### src/rtl/fifo_tr_pkg.sv
// Shared definitions for the transpose-FIFO bank and its sequencer:
// the ctl bus encodings and the sequencer state type.
package fifo_tr_pkg;

  localparam int CTL_W = 2;

  localparam logic [CTL_W-1:0] CTL_HOLD  = 2'b00;
  localparam logic [CTL_W-1:0] CTL_LOAD  = 2'b01;
  localparam logic [CTL_W-1:0] CTL_SHIFT = 2'b10;

  typedef enum logic {
    IDLE  = 1'b0,
    DRAIN = 1'b1
  } tr_state_t;

endpackage

### src/rtl/fifo_tr_ctrl.sv
// Sequencer for a bank of transpose FIFOs: takes one tile per handshake,
// drives the shared ctl bus and counts the LEN-cycle skewed drain.
module fifo_tr_ctrl
  import fifo_tr_pkg::*;
#(
  parameter  int DEPTH     = 8,
  parameter  int MAX_DELAY = DEPTH - 1,
  localparam int LEN       = DEPTH + MAX_DELAY,
  localparam int CW        = (LEN > 1) ? $clog2(LEN) : 1
) (
  input  logic             clk,
  input  logic             rst,
  input  logic             in_valid,
  output logic             in_ready,
  input  logic             stall,
  input  logic             flush,
  output logic [CTL_W-1:0] ctl,
  output logic             out_valid,
  output logic [CW-1:0]    out_idx,
  output logic             out_last,
  output logic             done,
  output logic             busy
);

  localparam logic [CW-1:0] LAST = CW'(LEN - 1);

  tr_state_t     state, state_next;
  logic [CW-1:0] cnt, cnt_next;

  always_ff @(posedge clk or posedge rst) begin
    if (rst) begin
      state <= IDLE;
      cnt   <= '0;
    end else begin
      state <= state_next;
      cnt   <= cnt_next;
    end
  end

  // The last drain cycle doubles as a load slot so tiles stream without a bubble.
  always_comb begin
    state_next = state;
    cnt_next   = cnt;
    ctl        = CTL_HOLD;
    in_ready   = 1'b0;
    done       = 1'b0;

    if (flush) begin
      state_next = IDLE;
      cnt_next   = '0;
    end else begin
      case (state)
        IDLE: begin
          in_ready = 1'b1;
          if (in_valid) begin
            ctl        = CTL_LOAD;
            state_next = DRAIN;
            cnt_next   = '0;
          end
        end
        DRAIN: begin
          if (!stall) begin
            if (cnt == LAST) begin
              done     = 1'b1;
              in_ready = 1'b1;
              cnt_next = '0;
              if (in_valid) begin
                ctl = CTL_LOAD;
              end else begin
                state_next = IDLE;
              end
            end else begin
              ctl      = CTL_SHIFT;
              cnt_next = cnt + CW'(1);
            end
          end
        end
        default: begin
          state_next = IDLE;
          cnt_next   = '0;
        end
      endcase
    end

    // Reset must silence the handshake and ctl bus before the first clock edge.
    if (rst) begin
      ctl      = CTL_HOLD;
      in_ready = 1'b0;
      done     = 1'b0;
    end
  end

  assign out_valid = (state == DRAIN);
  assign busy      = (state != IDLE);
  assign out_idx   = cnt;
  assign out_last  = out_valid && (cnt == LAST);

endmodule

### config.mk
export PLATFORM = sky130hd
export DESIGN_NAME = fifo_tr_ctrl
export DESIGN_NICKNAME = d
export VERILOG_FILES = /design/src/rtl/fifo_tr_pkg.sv /design/src/rtl/fifo_tr_ctrl.sv
export SDC_FILE = /design/constraint.sdc
export NUM_CORES = 1
export LEC_CHECK = 0
export CAP_MARGIN = 20
export CORE_AREA = 2 2 39 41
export CTS_CLUSTER_DIAMETER = 50
export DETAILED_ROUTE_END_ITERATION = 12
export DIE_AREA = 0 0 41 43
export GPL_TIMING_DRIVEN = 1
export PLACE_DENSITY_LB_ADDON = 0.3
export SLEW_MARGIN = 20
export SYNTH_ARGS = -nofsm -noshare
export SYNTH_HDL_FRONTEND = slang
export SYNTH_SLANG_ARGS = --single-unit
### constraint.sdc
create_clock -name clk -period 1.5 [get_ports clk]
set_input_delay 0.45 -clock clk [delete_from_list [all_inputs] [get_ports clk]]
set_output_delay 0.45 -clock clk [all_outputs]
set_load 0.05 [all_outputs]
# Word level (Yosys, flattened, before mapping)

Cells that the tools add are included.

Bits in registers: 5
Output and inout port bits: 11
Input port bits: 5

Equality and inequality tests: 3
$add $sub $neg: 1
Reduce and logical (&&, ||, !) cells: 2
Mux-type cells: 24
Bitwise operators: 1

Operator list:

| kind                                          | count |
|---|---|
| two-way mux 4 bit                             | 4 |
| two-way mux 1 bit                             | 12 |
| two-way mux 2 bit                             | 4 |
| case mux 4 bit (2 select lines)               | 1 |
| inequality test 3 bit (second input constant) | 2 |
| adder 4 x 1 -> 4 bit (second input constant)  | 1 |
| equality test 4 bit (second input constant)   | 1 |
| case mux 1 bit (2 select lines)               | 2 |
| case mux 2 bit (2 select lines)               | 1 |
| AND reduction 2 bit                           | 1 |
| logical AND 1 bit                             | 1 |
| NOT 1 bit                                     | 1 |

# Logic depth before layout (Yosys ltp)

Depth after elaboration: 6
Gate-level depth with buffers: 5

# Least setup slack after synthesis

OpenSTA, ideal clock, no wires.

Path type: register -> output
Start: register cnt[0], in the netlist out_idx[0]
End: output ctl[1]
Cell stages (with the launch flop): 5
Arrival: 1.851 ns
Setup slack: -0.801 ns
Path through: dfrtp_1 inv_1 ha_1 nand3_2 nor2b_1

Longest elaborated chain between the ends: 6

Ends and longest elaborated chain:

| element                         | RTL line           | source |
|---|---|---|
| start: declaration              | fifo_tr_ctrl.sv:28 | `logic [CW-1:0] cnt, cnt_next;` |
| start signal: assignment        | fifo_tr_ctrl.sv:36 | `cnt <= cnt_next;` |
| equality test 4 bit             | fifo_tr_ctrl.sv:63 | `if (cnt == LAST) begin` |
| two-way mux 2 bit               | fifo_tr_ctrl.sv:63 |  |
| two-way mux 2 bit               | fifo_tr_ctrl.sv:62 | `if (!stall) begin` |
| case mux 2 bit (2 select lines) | fifo_tr_ctrl.sv:52 | `case (state)` |
| two-way mux 2 bit               | fifo_tr_ctrl.sv:48 | `if (flush) begin` |
| two-way mux 2 bit               | fifo_tr_ctrl.sv:86 | `if (rst) begin` |
| end: declaration                | fifo_tr_ctrl.sv:17 | `output logic [CTL_W-1:0] ctl,` |

Every way passes these cells.

# Worst setup path in the final report

Start: register cnt[0], in the netlist out_idx[0]
End: output ctl[0]

The elaborated chain is that of the path after synthesis.

==> summary.txt <==
Leak Pwr = 0.385 nW
gr usage total = 15.5%
wire length per cell = 11.6 um
synth warn = 0
IO Pins = 16
first-pass GRT wire length = 1730 um
CP startpoint kind = flip-flop
kind of critical path = flip-flop to output pin
fin crit period = 1920 ps
mux cell area share after synthesis = 2.82%
die width = 41 um
Die Y = 43 um
Yosys reg bits = 5
CTS Buf Count = 3
DRT Wirelength = 1050 um
xor/xnor cell area share of the yosys netlist = 0%
peak supply drop = 0.517 mV
Synth async-reset ratio = 100%
largest area contributor in the netlist = dfrtp_1
dpl cells = 83
total power = 460 uW
failing checks = setup timing
Post-DRT Antenna Nets = 0
largest net degree at the start of global routing = 7
DP Worst Slack = -493 ps
R2R setup slack = -190 ps
synthesis-to-layout area growth = 146%
core area = 1380 sq um
# nets final = 82
fin cells = 90
First-pass DRT Iterations = 2
vias in the first global route = 394
Post-Syn Nets = 46
Setup violations, final = 10
top-area cell type share of the netlist area = 35.2%
RR Startpoint = out_idx[1]
critical path fanouts, max = 3
layout cells sized above 1 = 64.9%
CTS H-tree lvls = 1
Slew headroom = 86.7%
Top FF cell, synth = dfrtp_1
main area contributors after synthesis = dfrtp_1, inv_1, ha_1
Final Wtd Congestion = 0.709
largest family of logic cells by synthesized area = simple AND/OR/NAND/NOR gates
Avg Inst Size Synth = 9.11 sq um
DR DRC count = 0
Clock Tree Root = clkbuf_4
Register-to-Register Path Depth = 5
Iter 0 DRT Violations = 1
RR Endpoint = out_idx[2]
Max-Cap Viols = 0
clock-pin slew on the worst setup and hold paths = 40 ps
RSZ-0062 raised after global routing = yes
CP Data Arrival Time = 1470 ps
Final period util = 128%
initial core utilization = 25.7%
distinct cell type count after synthesis = 22
simple-gate share of the synthesized area = 33.8%
synthesized instance count = 39
setup slack after layout = -415 ps
DPL Wire Length = 830 um
Max clock buf depth = 2
Via density = 4.61
Worst-Margin Slew = 199 ps
hold_buf cts = 0
antenna fix cells = 0
clk_skew = 1.28 ps
Critical Path RT = 1050 ps
GR Overflow Total = 0
number of synthesized flops with an enable pin = 0
placement row count = 14
clk sink count = 5
Crit. End Element = output pin
via count = 415
Max Fclk = 522 MHz
I/O Buffers = 15
register area share after synthesis = 35.2%
DIE AREA = 1760 sq um
max-slew violation count = 0
count of final hold-check violations = 0
PD cells = 526 nW/um^2
status = finished with violations
worst min path class = input port to async pin
initial antenna violation count = 0
CTS tree = built
Synth Area in Adders = 7.04%
clock latency on the worst-skew pair = 240 ps
mapped cell area = 355 sq um
Synth Area in Compound Gates = 11.6%
## state kept, by name, indices dropped and copies added, names as in the netlist
register,count
out_idx,4
busy,1
## stage by stage
step	cell area [sq um]	setup TNS (ps)	utilization [%]	hold slack [ps]
finish	873	-2410	63.1	368
global route	873	-2980	63.1	390
CTS	855	-2380	61.8	369
detailed placement	801	-3210	57.9	597
global placement	801	-3130	57.9	584
floorplan	423	-1990	-	228
## worst max-delay path, cell delays in order, from the launching register on
cell	delay, ps
dfrtp_2	400
inv_2	80
ha_4	140
nand3_4	90
o21ai_4	170
and3_4	210
buf_12	130
## Yosys cell counts (2+ instances only)
library cell / count
inv_1: 7
dfrtp_1: 5
nand2b_1: 3
nor2_1: 3
ha_1: 2
nand4_1: 2
nor2b_1: 2
## metal layers
metal	vias to the layer above	GRT usage [%]	wire, um
met5	-	0	0
met4	0	8.00	24
met3	4	6.28	44
met2	9	23.1	565
met1	191	18.2	413
li1	211	-	-
## power by group
part,total (mW),internal [mW],switching (mW)
sequential,0.143,0.140,0.00285
clock,0.156,0.101,0.0553
combinational,0.161,0.0854,0.0757
## layout make-up
type                            instances  area (sq um)
Sequential cell                         5           130
Clock buffer                            4          26.3
Timing Repair Buffer                   32           399
Multi-Input combinational cell         26           272
Tap cell                               16          20.0
Inverter                                7          26.3
Fill cell                             118           510
## cells in the final DEF, fill, tap and decap left out, types with 2 or more instances in the layout
| cell type | instances |
|---|---|
| buf_12 | 11 |
| buf_4 | 13 |
| buf_6 | 4 |
| clkbuf_4 | 3 |
| dfrtp_2 | 4 |
| dlygate4sd2_1 | 3 |
| inv_1 | 6 |
| nand2b_1 | 2 |
| nand4_1 | 2 |
| nor2_4 | 2 |
## repair_timing
action | 4_1_cts | 5_1_grt
pin swaps | 5 | 0
setup endpoints to repair | 10 | 11
resized for setup | 8 | 2
buffers inserted | 1 | 3
cloned | 0 | 0
## how the worst max path moves through the flow
stage	start	endpoint	slack (ps)
2_1_floorplan	out_idx[0]	ctl[0]	-340
6_report	out_idx[0]	ctl[0]	-420
3_5_place_dp	stall	done	-490
4_1_cts	out_idx[0]	ctl[0]	-410
5_1_grt	out_idx[0]	ctl[0]	-480
3_3_place_gp	stall	ctl[1]	-470
## cells by family (layout without fill, tap and decap cells)
family                   after synthesis  count (layout)
AO/OA/AOI/OAI                          5               5
flip-flops                             5               5
multiplexers                           1               1
adder cells (fa/ha/maj)                2               2
AND/OR/NAND/NOR                       18              18
buffers and inverters                  8              43
(Power assumes the default switching activity.)
